--- src/rtl/sh_wdt.sv ---
// SH-2 watchdog timer: WTCSR/WTCNT/RSTCSR at FFFFFE80, 8-tap prescaler, interval and watchdog modes.
// Define SH_WDT_RESET_EN to implement RSTE/RSTS and the internal reset pulse (WRES_N/WRES_MAN).
module sh_wdt #(
  parameter int unsigned OVF_PULSE = 128,
  parameter int unsigned RST_PULSE = 512
) (
  input  logic        CLK,
  input  logic        RST_N,
  input  logic        CE,
  input  logic [31:0] IBUS_A,
  input  logic [31:0] IBUS_DI,
  input  logic [3:0]  IBUS_BA,
  input  logic        IBUS_WE,
  input  logic        IBUS_REQ,
  output logic [31:0] IBUS_DO,
  output logic        IBUS_ACT,
  output logic        IBUS_BUSY,
  output logic        ITI,
  output logic        WDTOVF_N,
  output logic        WRES_N,
  output logic        WRES_MAN
);

  localparam int unsigned PSC_W     = 13;
  localparam int unsigned PULSE_MAX = (OVF_PULSE > RST_PULSE) ? OVF_PULSE : RST_PULSE;
  localparam int unsigned PCNT_W    = $clog2(PULSE_MAX + 1);
  localparam logic [29:0] BASE_WA   = 30'h3FFF_FFA0;

  typedef enum logic [1:0] {ST_IDLE, ST_OVFP, ST_RSTP} state_t;

  logic              sel, wr, wr_hi, wr_lo;
  logic              wtcnt_wr, wtcsr_wr, wovf_wr, rstcsr_wr;
  logic [7:0]        wtcnt;
  logic              ovf, wtit, tme;
  logic [2:0]        cks;
  logic              wovf, rste, rsts;
  logic [PSC_W-1:0]  psc;
  logic              wrap, tick, ovf_evt, ovf_set, wovf_set;
  state_t            state, state_d;
  logic [PCNT_W-1:0] pcnt;
  logic              pcnt_clr;
  logic              wdtovf_n_d, wres_n_d, wres_man_d;
  logic              unused_bits;

  // Bus decode: only full 16-bit word writes with a valid password are accepted
  assign sel       = (IBUS_A[31:2] == BASE_WA);
  assign wr        = IBUS_REQ & IBUS_WE & sel;
  assign wr_hi     = wr & (IBUS_BA == 4'b1100);
  assign wr_lo     = wr & (IBUS_BA == 4'b0011);
  assign wtcnt_wr  = wr_hi & (IBUS_DI[31:24] == 8'h5A);
  assign wtcsr_wr  = wr_hi & (IBUS_DI[31:24] == 8'hA5);
  assign wovf_wr   = wr_lo & (IBUS_DI[15:8] == 8'hA5);
  assign rstcsr_wr = wr_lo & (IBUS_DI[15:8] == 8'h5A);
  assign unused_bits = ^{IBUS_A[1:0], IBUS_DI[4:0]};

  always_comb begin
    wrap = 1'b0;
    case (cks)
      3'd0:    wrap = psc[0];
      3'd1:    wrap = &psc[5:0];
      3'd2:    wrap = &psc[6:0];
      3'd3:    wrap = &psc[7:0];
      3'd4:    wrap = &psc[8:0];
      3'd5:    wrap = &psc[9:0];
      3'd6:    wrap = &psc[11:0];
      3'd7:    wrap = &psc[12:0];
      default: wrap = 1'b0;
    endcase
  end

  assign tick     = tme & CE & wrap;
  // A WTCNT write in the tick cycle swallows the tick, including a would-be overflow
  assign ovf_evt  = tick & ~wtcnt_wr & (wtcnt == 8'hFF);
  assign ovf_set  = ovf_evt & ~wtit;
  assign wovf_set = ovf_evt & wtit;

  always_ff @(posedge CLK or negedge RST_N) begin
    if (!RST_N) begin
      psc <= '0;
    end else if (!tme) begin
      psc <= '0;
    end else if (CE) begin
      psc <= psc + PSC_W'(1);
    end
  end

  // Stopping the timer zeroes the count; a count loaded while stopped is kept as a preset
  always_ff @(posedge CLK or negedge RST_N) begin
    if (!RST_N) begin
      wtcnt <= 8'h00;
      ovf   <= 1'b0;
      wtit  <= 1'b0;
      tme   <= 1'b0;
      cks   <= 3'd0;
      wovf  <= 1'b0;
    end else begin
      if (wtcnt_wr)
        wtcnt <= IBUS_DI[23:16];
      else if (wtcsr_wr && !IBUS_DI[21])
        wtcnt <= 8'h00;
      else if (tick)
        wtcnt <= wtcnt + 8'd1;

      if (wtcsr_wr) begin
        wtit <= IBUS_DI[22];
        tme  <= IBUS_DI[21];
        cks  <= IBUS_DI[18:16];
      end

      if (ovf_set)
        ovf <= 1'b1;
      else if (wtcsr_wr && !IBUS_DI[23])
        ovf <= 1'b0;

      if (wovf_set)
        wovf <= 1'b1;
      else if (wovf_wr && !IBUS_DI[7])
        wovf <= 1'b0;
    end
  end

`ifdef SH_WDT_RESET_EN
  always_ff @(posedge CLK or negedge RST_N) begin
    if (!RST_N) begin
      rste <= 1'b0;
      rsts <= 1'b0;
    end else if (rstcsr_wr) begin
      rste <= IBUS_DI[6];
      rsts <= IBUS_DI[5];
    end
  end
`else
  logic unused_rst;
  assign rste = 1'b0;
  assign rsts = 1'b0;
  assign unused_rst = ^{rstcsr_wr, IBUS_DI[6:5], wres_n_d, wres_man_d};
`endif

  always_ff @(posedge CLK or negedge RST_N) begin
    if (!RST_N) begin
      state    <= ST_IDLE;
      pcnt     <= '0;
      WDTOVF_N <= 1'b1;
    end else begin
      state    <= state_d;
      WDTOVF_N <= wdtovf_n_d;
      if (pcnt_clr)
        pcnt <= '0;
      else if (CE)
        pcnt <= pcnt + PCNT_W'(1);
    end
  end

  // Pins follow the current state, so they lag the overflow edge by one cycle
  always_comb begin
    state_d    = state;
    pcnt_clr   = 1'b0;
    wdtovf_n_d = (state != ST_OVFP);
    wres_n_d   = (state != ST_RSTP);
    wres_man_d = (state == ST_RSTP) & rsts;
    case (state)
      ST_IDLE: begin
        pcnt_clr = 1'b1;
        if (wovf_set)
          state_d = ST_OVFP;
      end
      ST_OVFP: begin
        if (CE && (pcnt == PCNT_W'(OVF_PULSE - 1))) begin
          pcnt_clr = 1'b1;
`ifdef SH_WDT_RESET_EN
          state_d  = rste ? ST_RSTP : ST_IDLE;
`else
          state_d  = ST_IDLE;
`endif
        end
      end
      ST_RSTP: begin
        if (CE && (pcnt == PCNT_W'(RST_PULSE - 1))) begin
          pcnt_clr = 1'b1;
          state_d  = ST_IDLE;
        end
      end
      default: begin
        pcnt_clr = 1'b1;
        state_d  = ST_IDLE;
      end
    endcase
  end

`ifdef SH_WDT_RESET_EN
  always_ff @(posedge CLK or negedge RST_N) begin
    if (!RST_N) begin
      WRES_N   <= 1'b1;
      WRES_MAN <= 1'b0;
    end else begin
      WRES_N   <= wres_n_d;
      WRES_MAN <= wres_man_d;
    end
  end
`else
  assign WRES_N   = 1'b1;
  assign WRES_MAN = 1'b0;
`endif

  always_ff @(posedge CLK or negedge RST_N) begin
    if (!RST_N) begin
      IBUS_DO  <= 32'h0;
      IBUS_ACT <= 1'b0;
    end else begin
      IBUS_ACT <= IBUS_REQ & sel;
      if (IBUS_REQ && sel)
        IBUS_DO <= {ovf, wtit, tme, 2'b11, cks, wtcnt, 8'hFF, wovf, rste, rsts, 5'h1F};
    end
  end

  assign ITI       = ovf;
  assign IBUS_BUSY = 1'b0;

endmodule

--- config.mk ---
export PLATFORM = sky130hd
export DESIGN_NAME = sh_wdt
export DESIGN_NICKNAME = d
export VERILOG_FILES = /design/src/rtl/sh_wdt.sv
export SDC_FILE = /design/constraint.sdc
export NUM_CORES = 1
export LEC_CHECK = 0
export CORE_UTILIZATION = 46
export CTS_BUF_LIST = sky130_fd_sc_hd__clkbuf_2
export CTS_CLUSTER_DIAMETER = 50
export DETAILED_ROUTE_END_ITERATION = 8
export PLACE_DENSITY = 0.82
export SLEW_MARGIN = 10
export SYNTH_ARGS = -nofsm -noshare
export SYNTH_HDL_FRONTEND = slang
export SYNTH_SLANG_ARGS = --single-unit
--- constraint.sdc ---
create_clock -name CLK -period 4.25 [get_ports CLK]
set_input_delay 0.425 -clock CLK [delete_from_list [all_inputs] [get_ports CLK]]
set_output_delay 0.425 -clock CLK [all_outputs]
set_load 0.01 [all_outputs]
==> tab_implementation.tex <==
\begin{tabular}{lr}
\hline
Metric & Value \\
\hline
\multicolumn{2}{l}{\textbf{Status}} \\
\quad Status & complete, but fails checks \\
\quad Violated checks & DRC \\
\multicolumn{2}{l}{\textbf{Placement}} \\
\quad HPWL Detailed & 5.26 mm \\
\quad Gpl congestion & 0.824 \\
\quad Port Buffers & 96 \\
\quad Placed Instance Area & 4020 um\^{}2 \\
\quad Cell count after placement & 450 \\
\multicolumn{2}{l}{\textbf{Worst setup path}} \\
\quad Arrival time at the worst endpoint & between 2 and 3 ns \\
\quad Required time of the worst setup path & 4.64 ns \\
\quad Max FO, Critical Path & 8 \\
\quad Type of destination of the critical path & flop \\
\quad Kind of start point of the critical path & flop \\
\quad Kind of critical path & reg2reg \\
\multicolumn{2}{l}{\textbf{Synth}} \\
\quad Leading post-synthesis cells by cell area & dfrtp\_1, mux2\_2, buf\_4 \\
\quad Netlist area before placement & 3110 um\^{}2 \\
\quad Most used DFF post-synth & dfrtp\_1 \\
\quad Area share of the largest cell type after synthesis & 45.1\% \\
\quad Number of distinct library cells after synthesis & 57 \\
\quad Cell accounting for the most synthesized area & dfrtp\_1 \\
\quad Top cell types by occurrence after synthesis & dfrtp\_1, nor2\_1, buf\_4, mux2\_2, nand2\_1 \\
\quad Synthesized instance count & 297 \\
\quad Sequential element share of the synthesized area & 46.0\% \\
\quad Number of flops mapped to enable cells by yosys & 0 \\
\quad Async S/R FF share, synth & 100\% \\
\quad YS warnings & 0 \\
\quad Most instantiated library cell after synthesis & dfrtp\_1 \\
\quad Avg Synthesized Cell Area & 10.5 um\^{}2 \\
\quad Post-synthesis register bit count & 57 \\
\multicolumn{2}{l}{\textbf{Timing}} \\
\quad Fin crit share & 58.2\% \\
\quad Final critical-path required period & 2.47 ns \\
\quad Transition at the pin with the smallest max-transition slack & 0.970 ns \\
\quad Sum of negative setup slack & 0 ns \\
\quad Total count of hold-check failures in the final report & 0 \\
\quad Max Clock Freq & 404 MHz \\
\quad Final worst hold slack & roughly 0.053 ns \\
\quad Relative max-transition margin & 34.8\% \\
\quad Slew Limit Fails & 0 \\
\quad Worst clock skew & 0.0221 ns \\
\quad Final Setup Violations & 0 \\
\quad Unrepaired setup endpoints after global routing & false \\
\multicolumn{2}{l}{\textbf{Clock network}} \\
\quad Number of cells upsized or downsized after cts & 0 \\
\quad Number of buffers inserted to repair setup after CTS & 0 \\
\quad Clock-pin slew on the worst setup and hold paths & 0.16 ns \\
\quad Count of clock tree sinks & 57 \\
\quad H-tree level count & 3 \\
\quad Clk Tree Root Cell & clkbuf\_2 \\
\quad Clk buf depth & 2 \\
\quad TritonCTS clock tree & yes \\
\quad Clock network latency to the later pin of the worst-skew pair & 0.47 ns \\
\quad Hold-fix buffer count after cts & 0 \\
\quad Clock buffers created by TritonCTS & 9 \\
\multicolumn{2}{l}{\textbf{Floorplan}} \\
\quad Initial Utilization & 48.4\% \\
\quad Cell row count & 29 \\
\quad Top-level port count & 111 \\
\quad Placeable core region & between 6000 and 7000 um\^{}2 \\
\quad Chip width & 84.2 um \\
\quad Area of the die & around 7000 um\^{}2 \\
\quad DIE HEIGHT & around 84 um \\
\multicolumn{2}{l}{\textbf{GRT}} \\
\quad GRT overflow & 0 \\
\quad Initial antenna violation count & 0 \\
\quad Total global-route track usage & a little over a fifth \\
\quad Largest net degree at the start of global routing & 58 \\
\quad Number of global-route vias before repair & 2572 \\
\quad Wire length of the first global-routing pass & $\sim$12 mm \\
\multicolumn{2}{l}{\textbf{Pwr}} \\
\quad Static power due to leakage & 1.73 nW \\
\quad VDD IR-drop max & 0.000177 V \\
\quad Cell Pwr Density & 217 nW/um\^{}2 \\
\multicolumn{2}{l}{\textbf{Route}} \\
\quad Drt initial violations & 111 \\
\quad Via total after detailed routing & 2519 \\
\quad Final routed DRC violation total & 2 \\
\quad Via density per instance & 5.41 \\
\quad Wirelength per Cell & 14.9 um \\
\quad Number of detailed-route iterations in the first pass & 6 \\
\quad Post-detailed-routing wire length & 6.94 mm \\
\quad Remaining number of nets flagged by the antenna check after routing & 0 \\
\multicolumn{2}{l}{\textbf{Layout}} \\
\quad Area taken by multi-input logic gates & $\sim$1500 um\^{}2 \\
\quad Fraction of final layout cells sized beyond drive strength 1 & 11.8\% \\
\quad Number of diodes added for antenna fixing & 0 \\
\quad Nets & between 400 and 500 \\
\quad Number of fill cells in the layout & 518 \\
\quad Final instance area & 4100 um\^{}2 \\
\quad Layout Area Growth over Synthesis & 31.8\% \\
\quad Post-layout utilization of the core & 63.8\% \\
\quad Layout Cells excl Fill & 466 \\
\quad Area used by sequential logic in the layout & 1430 um\^{}2 \\
\multicolumn{2}{l}{\textbf{Flow run}} \\
\quad Number of max-cap violations & 0 \\
\multicolumn{2}{l}{\textbf{Worst hold path}} \\
\quad Class of the most critical hold timing path & in2async \\
\hline
\end{tabular}
kinds of logic after synthesis:
kind of cell | Yosys count | share of synthesized area [%]
adders and majority gates | 3 | 1.21
and+or+nand+nor | 125 | 23.2
buffers and inverters | 29 | 5.80
xor gates and xnor gates | 19 | 5.36
other | 2 | 0.242
DFF | 57 | 46.0
AOI/OAI and AO/OA | 41 | 10.7
muxes | 21 | 7.53
where the power goes:
part | switching (mW) | leakage (nW) | internal (mW) | total [mW]
Sequential | 0.00000000284 | 0.788 | 0.543 | 0.543
Clock | 0.188 | 0.0556 | 0.0700 | 0.258
Combinational | 0.0308 | 0.887 | 0.0567 | 0.0875
Total | 0.219 | 1.73 | 0.669 | 0.888
routing by layer:
metal	vias up	wire length, um	global-route usage, %
li1	1237	-	-
met1	1209	2820	23.1
met2	66	3690	37.6
met3	7	352	7.47
met4	0	84	5.96
met5	-	0	0
path summary, 6_finish.rpt:
check                      slack [ns]          end  depth (start not counted)     start
max                              1.78     state[0]                          7    psc[0]
min                              0.05      pcnt[4]                          2     RST_N
max reg2reg                      1.78     state[0]                          7    psc[0]
min reg2reg                      0.49     WDTOVF_N                          1  state[0]
max in group asynchronous        3.71  IBUS_DO[31]                          2     RST_N
min in group CLK                 0.49     WDTOVF_N                          1  state[0]
area by class of cell:
| type | count | share of cell area [%] |
|---|---|---|
| repair buffers | 98 | 23.7 |
| multi-input cells | 214 | 36.9 |
| well taps | 77 | 2.35 |
| inverters | 4 | 0.367 |
| clock inverters | 6 | 0.611 |
| clock buffers | 10 | 1.22 |
| flip-flops and latches | 57 | 34.9 |
critical path, cell delays in order, from the launching register on:
cell,delay (ns)
dfrtp_1,0.44
ha_1,0.20
and4_1,0.30
nand4_1,0.12
a221o_1,0.43
nor2_1,0.42
nand4b_1,0.27
o21ai_0,0.21
cells in the final DEF, fill, tap and decap left out, drive strengths merged, types with 4 or more instances in the layout:
cell / n
a21oi: 6
and2: 13
and4: 6
clkbuf: 10
clkdlybuf4s50: 95
clkinv: 6
conb: 5
dfrtp: 56
inv: 4
mux2: 19
nand2: 18
nand3: 15
nand4: 15
nor2: 24
nor2b: 5
nor4bb: 4
o21ai: 7
xnor2: 8
xor2: 11
metrics by stage:
step	worst slack (ns)	total power, mW
global route	1.58	0.933
finish	1.78	0.888
floorplan	2.11	0.568
detailed placement	1.33	0.641
CTS	1.79	0.901
global placement	1.38	0.639
registers in the layout (all words and copies together), names as in the netlist:
signal and cells:
IBUS_ACT 1, IBUS_DO 16, ITI 1, WDTOVF_N 1, cks 3, pcnt 10, psc 13, state 1
tme 1, wovf 1, wtcnt 8, wtit 1
Note: power is estimated with default switching activity, not from simulation.
